[config.mk]
export PLATFORM = sky130hd
export DESIGN_NAME = bin_to_7seg_seq
export DESIGN_NICKNAME = d
export VERILOG_FILES = /design/src/rtl/bin_to_7seg_seq.sv
export SDC_FILE = /design/constraint.sdc
export NUM_CORES = 1
export LEC_CHECK = 0
export CAP_MARGIN = 10
export CORE_ASPECT_RATIO = 0.7
export CORE_MARGIN = 1.5
export CORE_UTILIZATION = 45
export CTS_CLUSTER_DIAMETER = 50
export DETAILED_ROUTE_END_ITERATION = 10
export HOLD_SLACK_MARGIN = 0.03
export PLACE_DENSITY = 0.63
export SLEW_MARGIN = 25
export SYNTH_ARGS = -nofsm -noshare
export SYNTH_HDL_FRONTEND = slang
export SYNTH_SLANG_ARGS = --single-unit
[constraint.sdc]
create_clock -name clk -period 4.6 [get_ports clk]
set_input_delay 0.69 -clock clk [delete_from_list [all_inputs] [get_ports clk]]
set_output_delay 0.69 -clock clk [all_outputs]
set_load 0.03 [all_outputs]
[src/rtl/bin_to_7seg_seq.sv]
// bin_to_7seg_seq: iterative double-dabble binary to 7-segment driver.
// Ports: clk, rst (async high), in_valid/in_ready handshake, data_in,
//   out_valid pulse, seg_out {g..a} per digit, sig (1=+), ovf.
module bin_to_7seg_seq #(
    parameter int DATA_W     = 16,
    parameter int NUM_DIG    = 5,
    parameter bit SIGNED     = 1'b1,
    parameter bit ACTIVE_LOW = 1'b1,
    parameter bit BLANK_LZ   = 1'b1
) (
    input  logic                 clk,
    input  logic                 rst,
    input  logic                 in_valid,
    output logic                 in_ready,
    input  logic [DATA_W-1:0]    data_in,
    output logic                 out_valid,
    output logic [7*NUM_DIG-1:0] seg_out,
    output logic                 sig,
    output logic                 ovf
);

    // One guard nibble above the displayed digits flags overflow.
    localparam int BW = 4 * (NUM_DIG + 1);
    localparam int CW = $clog2(DATA_W + 1);
    localparam logic [6:0] BLANK7 = ACTIVE_LOW ? 7'h7F : 7'h00;

    typedef enum logic [1:0] {IDLE, CONV, DONE} state_t;

    state_t               state_q;
    logic [BW-1:0]        bcd_q, bcd_adj, bcd_d;
    logic [DATA_W-1:0]    mag_q, mag_d, mag_in;
    logic [CW-1:0]        cnt_q;
    logic                 sign_q;
    logic                 sticky_q;
    logic                 out_valid_q;
    logic [7*NUM_DIG-1:0] seg_q, seg_d;
    logic                 sig_q;
    logic                 ovf_q, ovf_d;

    function automatic logic [6:0] enc(input logic [3:0] d);
        case (d)
            4'd0:    enc = 7'b0111111;
            4'd1:    enc = 7'b0000110;
            4'd2:    enc = 7'b1011011;
            4'd3:    enc = 7'b1001111;
            4'd4:    enc = 7'b1100110;
            4'd5:    enc = 7'b1101101;
            4'd6:    enc = 7'b1111101;
            4'd7:    enc = 7'b0000111;
            4'd8:    enc = 7'b1111111;
            4'd9:    enc = 7'b1101111;
            default: enc = 7'b0000000;
        endcase
    endfunction

    // Two's complement negate; the most negative value maps to 2^(W-1).
    assign mag_in = (SIGNED && data_in[DATA_W-1])
                  ? (~data_in + DATA_W'(1))
                  : data_in;

    // Add-3 on every nibble >= 5, then shift {bcd, mag} left.
    always_comb begin
        bcd_adj = bcd_q;
        for (int i = 0; i < NUM_DIG + 1; i++) begin
            if (bcd_q[4*i +: 4] >= 4'd5)
                bcd_adj[4*i +: 4] = bcd_q[4*i +: 4] + 4'd3;
        end
        bcd_d = {bcd_adj[BW-2:0], mag_q[DATA_W-1]};
        mag_d = {mag_q[DATA_W-2:0], 1'b0};
    end

    // Segment patterns from the finished BCD value.
    always_comb begin
        logic       lead;
        logic [3:0] dig;
        logic [6:0] pat;
        lead  = 1'b1;
        dig   = '0;
        pat   = '0;
        seg_d = '0;
        // sticky_q catches digits shifted out above the guard nibble
        ovf_d = sticky_q | (|bcd_q[BW-1 -: 4]);
        for (int k = NUM_DIG - 1; k >= 0; k--) begin
            dig = bcd_q[4*k +: 4];
            if (dig != 4'd0)
                lead = 1'b0;
            if (ovf_d)
                pat = 7'b1000000;
            else if (BLANK_LZ && lead && (k != 0))
                pat = 7'b0000000;
            else
                pat = enc(dig);
            seg_d[7*k +: 7] = ACTIVE_LOW ? ~pat : pat;
        end
    end

    always_ff @(posedge clk or posedge rst) begin
        if (rst) begin
            state_q     <= IDLE;
            bcd_q       <= '0;
            mag_q       <= '0;
            cnt_q       <= '0;
            sign_q      <= 1'b0;
            sticky_q    <= 1'b0;
            out_valid_q <= 1'b0;
            seg_q       <= {NUM_DIG{BLANK7}};
            sig_q       <= 1'b1;
            ovf_q       <= 1'b0;
        end else begin
            out_valid_q <= 1'b0;
            unique case (state_q)
                IDLE: begin
                    if (in_valid) begin
                        sign_q   <= SIGNED && data_in[DATA_W-1];
                        mag_q    <= mag_in;
                        bcd_q    <= '0;
                        sticky_q <= 1'b0;
                        cnt_q    <= '0;
                        state_q  <= CONV;
                    end
                end
                CONV: begin
                    bcd_q    <= bcd_d;
                    mag_q    <= mag_d;
                    sticky_q <= sticky_q | bcd_adj[BW-1];
                    cnt_q    <= cnt_q + CW'(1);
                    if (cnt_q == CW'(DATA_W - 1))
                        state_q <= DONE;
                end
                DONE: begin
                    seg_q       <= seg_d;
                    sig_q       <= ~sign_q;
                    ovf_q       <= ovf_d;
                    out_valid_q <= 1'b1;
                    state_q     <= IDLE;
                end
                default: state_q <= IDLE;
            endcase
        end
    end

    assign in_ready  = (state_q == IDLE);
    assign out_valid = out_valid_q;
    assign seg_out   = seg_q;
    assign sig       = sig_q;
    assign ovf       = ovf_q;

endmodule

==> flow_summary.json <==
{
  "status": "completed",
  "clkLatencyLatePin_ns": 0.34,
  "clkTransAtPathRegs_ns": 0.06,
  "routed_wl_um": 10270,
  "place_congestion": 0.7950,
  "fillers": 954,
  "ys.flop_type": "dfrtp_1",
  "relSlewSlack": 0.3297,
  "final_nets": 608,
  "via_count": 3792,
  "required_ns": 4.87,
  "grt.total_usage": 0.1920,
  "vias_per_cell": 5.456,
  "diodes": 0,
  "ctsHoldBuffers": 0,
  "path_buf_inv": 0,
  "finalSetupViolations": 0,
  "synth_cells": 517,
  "grtUsageMet1": 0.2800,
  "antenna_found_initial": 0,
  "worst_setup_path_start_kind": "register",
  "ys_warn_count": 0,
  "grt-ovfl-total": 0,
  "cts_root_buf": "clkbuf_16",
  "final_cell_mix": "57 x clkdlybuf4s50_1, 55 x o21ai_0, 51 x dfrtp_1",
  "die_w_um": 127.8,
  "final_cells": 695,
  "cts_resized": 0,
  "vdd_drop_max_mv": 0.2286,
  "synth_fp_nets": 567,
  "max_freq_ghz": 0.3927,
  "leakagePower_nw": 2.410,
  "io_pins": 58,
  "ant_nets": 0,
  "min_path_type": "register to register",
  "finClkSkew_ns": 0.005906,
  "seq_area_frac_synth": 0.4529,
  "cpMaxStageDelayCell": "nor4_4",
  "tns_ns": 0,
  "drv_cap": 0,
  "synth_edf_count": 0,
  "rows": 31,
  "grt_pass1_wl_um": 17870,
  "area_delta_synth_final_pct": 18.57,
  "grt_max_degree": 61,
  "synth_seq_cells": 87,
  "async_flop_share": 1.000,
  "synth_area_um2": 4906,
  "clock_sinks": 87,
  "post_drt_wl_per_cell_um": 14.78,
  "coreArea_um2": 10470,
  "crit_path_start": "state_q[0]",
  "dr.pass1.iters": 4,
  "cts_buffer_depth": 2,
  "postSynthAreaPerCell_um2": 9.489,
  "hold_violations": 0,
  "hp-start": "sign_q",
  "p_per_area_nw_per_um2": 564.1,
  "die-area_um2": 11550,
  "gr-max-usage-layer": "met2",
  "drt_iter0_drc": 172,
  "fp.dieH_um": 90.36,
  "cp_slowest_stage_delay_ns": 0.93,
  "crit_family": "simple AND/OR/NAND/NOR gates",
  "final_util": 0.5554,
  "arrival_ns": 2.81,
  "yosysUniqueCellTypes": 52,
  "initial_core_util": 0.4685,
  "cts_tree": "built",
  "cts_made_buffers": 9,
  "use_met2": 0.2881,
  "rsz0062_at_grt": "no",
  "final_common_cell": "clkdlybuf4s50_1",
  "drive_gt1_frac": 0.1155,
  "cts_htree_levels": 3,
  "worst_pin_slew_ns": 0.9979,
  "grt_util_met3": 0.04502,
  "worstSetupPathType": "register to register",
  "slew_violations": 0,
  "io_buffers": 57,
  "finalCritPeriodShare": 0.5536,
  "hpwlAfterDp_um": 7212,
  "post-cts-setup-buffers": 0,
  "placedCellCount": 679,
  "grt_pass1_vias": 3666,
  "path_cells": "nand2b_1, nor4_4, nand3_1, a21oi_1, nor2_1",
  "drc": 0,
  "period_needed_ns": 2.547,
  "p_total_mw": 3.281,
  "worst_setup_path_end_kind": "register",
  "worst_r2r_startpoint": "state_q[0]",
  "cp_max_fo": 17
}
==> worst paths after layout <==
check,end,slack [ns],cells past startpoint
worst max-delay path,seg_out[22],2.05,5
worst min-delay path,sig,0.44,1
worst max register to register,seg_out[22],2.05,5
worst min register to register,sig,0.44,1
max in group asynchronous,sig,2.88,3
min in group asynchronous,out_valid,0.84,2
==> sequential cells by signal, indices dropped and copies added (netlist names) <==
register and count:
state_q 2, mag_q 16, bcd_q 24, ovf 1, sign_q 1, sticky_q 1, seg_out 35, sig 1
out_valid 1, cnt_q 5
==> final cells by class <==
class / instances / area, µm² / area share
Multi-Input combinational cell: 372 / 2435 / 0.4186
Sequential cell: 87 / 2222 / 0.3820
Timing Repair Buffer: 61 / 600.6 / 0.1032
Clock buffer: 10 / 229.0 / 0.03936
Tap cell: 132 / 165.2 / 0.02839
Inverter: 27 / 103.9 / 0.01785
Clock inverter: 6 / 61.31 / 0.01054
==> cell usage after synthesis (all sizes together) (3+ instances only) <==
cell    count  area share
a21oi      38       0.039
a22o        4      0.0071
a22oi      12       0.018
a32o        6       0.012
buf         7      0.0074
clkbuf     24       0.023
dfrtp      51        0.26
dfstp      36        0.19
ha         31       0.079
inv        27       0.021
nand2      30       0.023
nand2b     15       0.021
nand3      23       0.024
nor2       37       0.028
nor2b      10       0.013
nor3        7      0.0082
nor3b       6      0.0092
o21a        4      0.0061
o21ai      70       0.072
o21bai      3      0.0046
o22a       16       0.029
o31ai      12       0.018
or4         3      0.0061
xnor2       8       0.014
xor2       15       0.027
==> power breakdown <==
part           internal (mW)  switching, mW
registers              0.977          0.278
logic                  0.562          0.751
clock network          0.418          0.294
total                   1.96           1.32
==> per-stage QoR <==
stage	setup slack, ns	hold slack [ns]	instance area [µm²]
floorplan	1.719	0.4053	4906
global placement	1.884	0.4154	5525
detailed placement	1.866	0.4400	5525
CTS	1.989	0.4474	5816
global route	1.786	0.4911	5817
finish	2.053	0.4391	5817
==> cell families (layout without fill, tap and decap cells) <==
family / count (synthesis) / count (layout) / synth area share
buffers and inverters: 58 / 104 / 0.05075
XOR/XNOR: 23 / 23 / 0.04106
adder cells (fa/ha/maj): 31 / 31 / 0.07906
AND/OR/NAND/NOR: 142 / 142 / 0.1520
AO/OA/AOI/OAI: 175 / 175 / 0.2221
multiplexers: 1 / 1 / 0.002040
flip-flops: 87 / 87 / 0.4529
==> layer usage <==
| metal | routed length, µm | up-vias |
|---|---|---|
| met5 | 0 | - |
| li1 | - | 1921 |
| met4 | 111 | 0 |
| met1 | 5424 | 1809 |
| met2 | 4464 | 52 |
| met3 | 272 | 10 |
No activity file was read; power rests on OpenSTA's default activity.
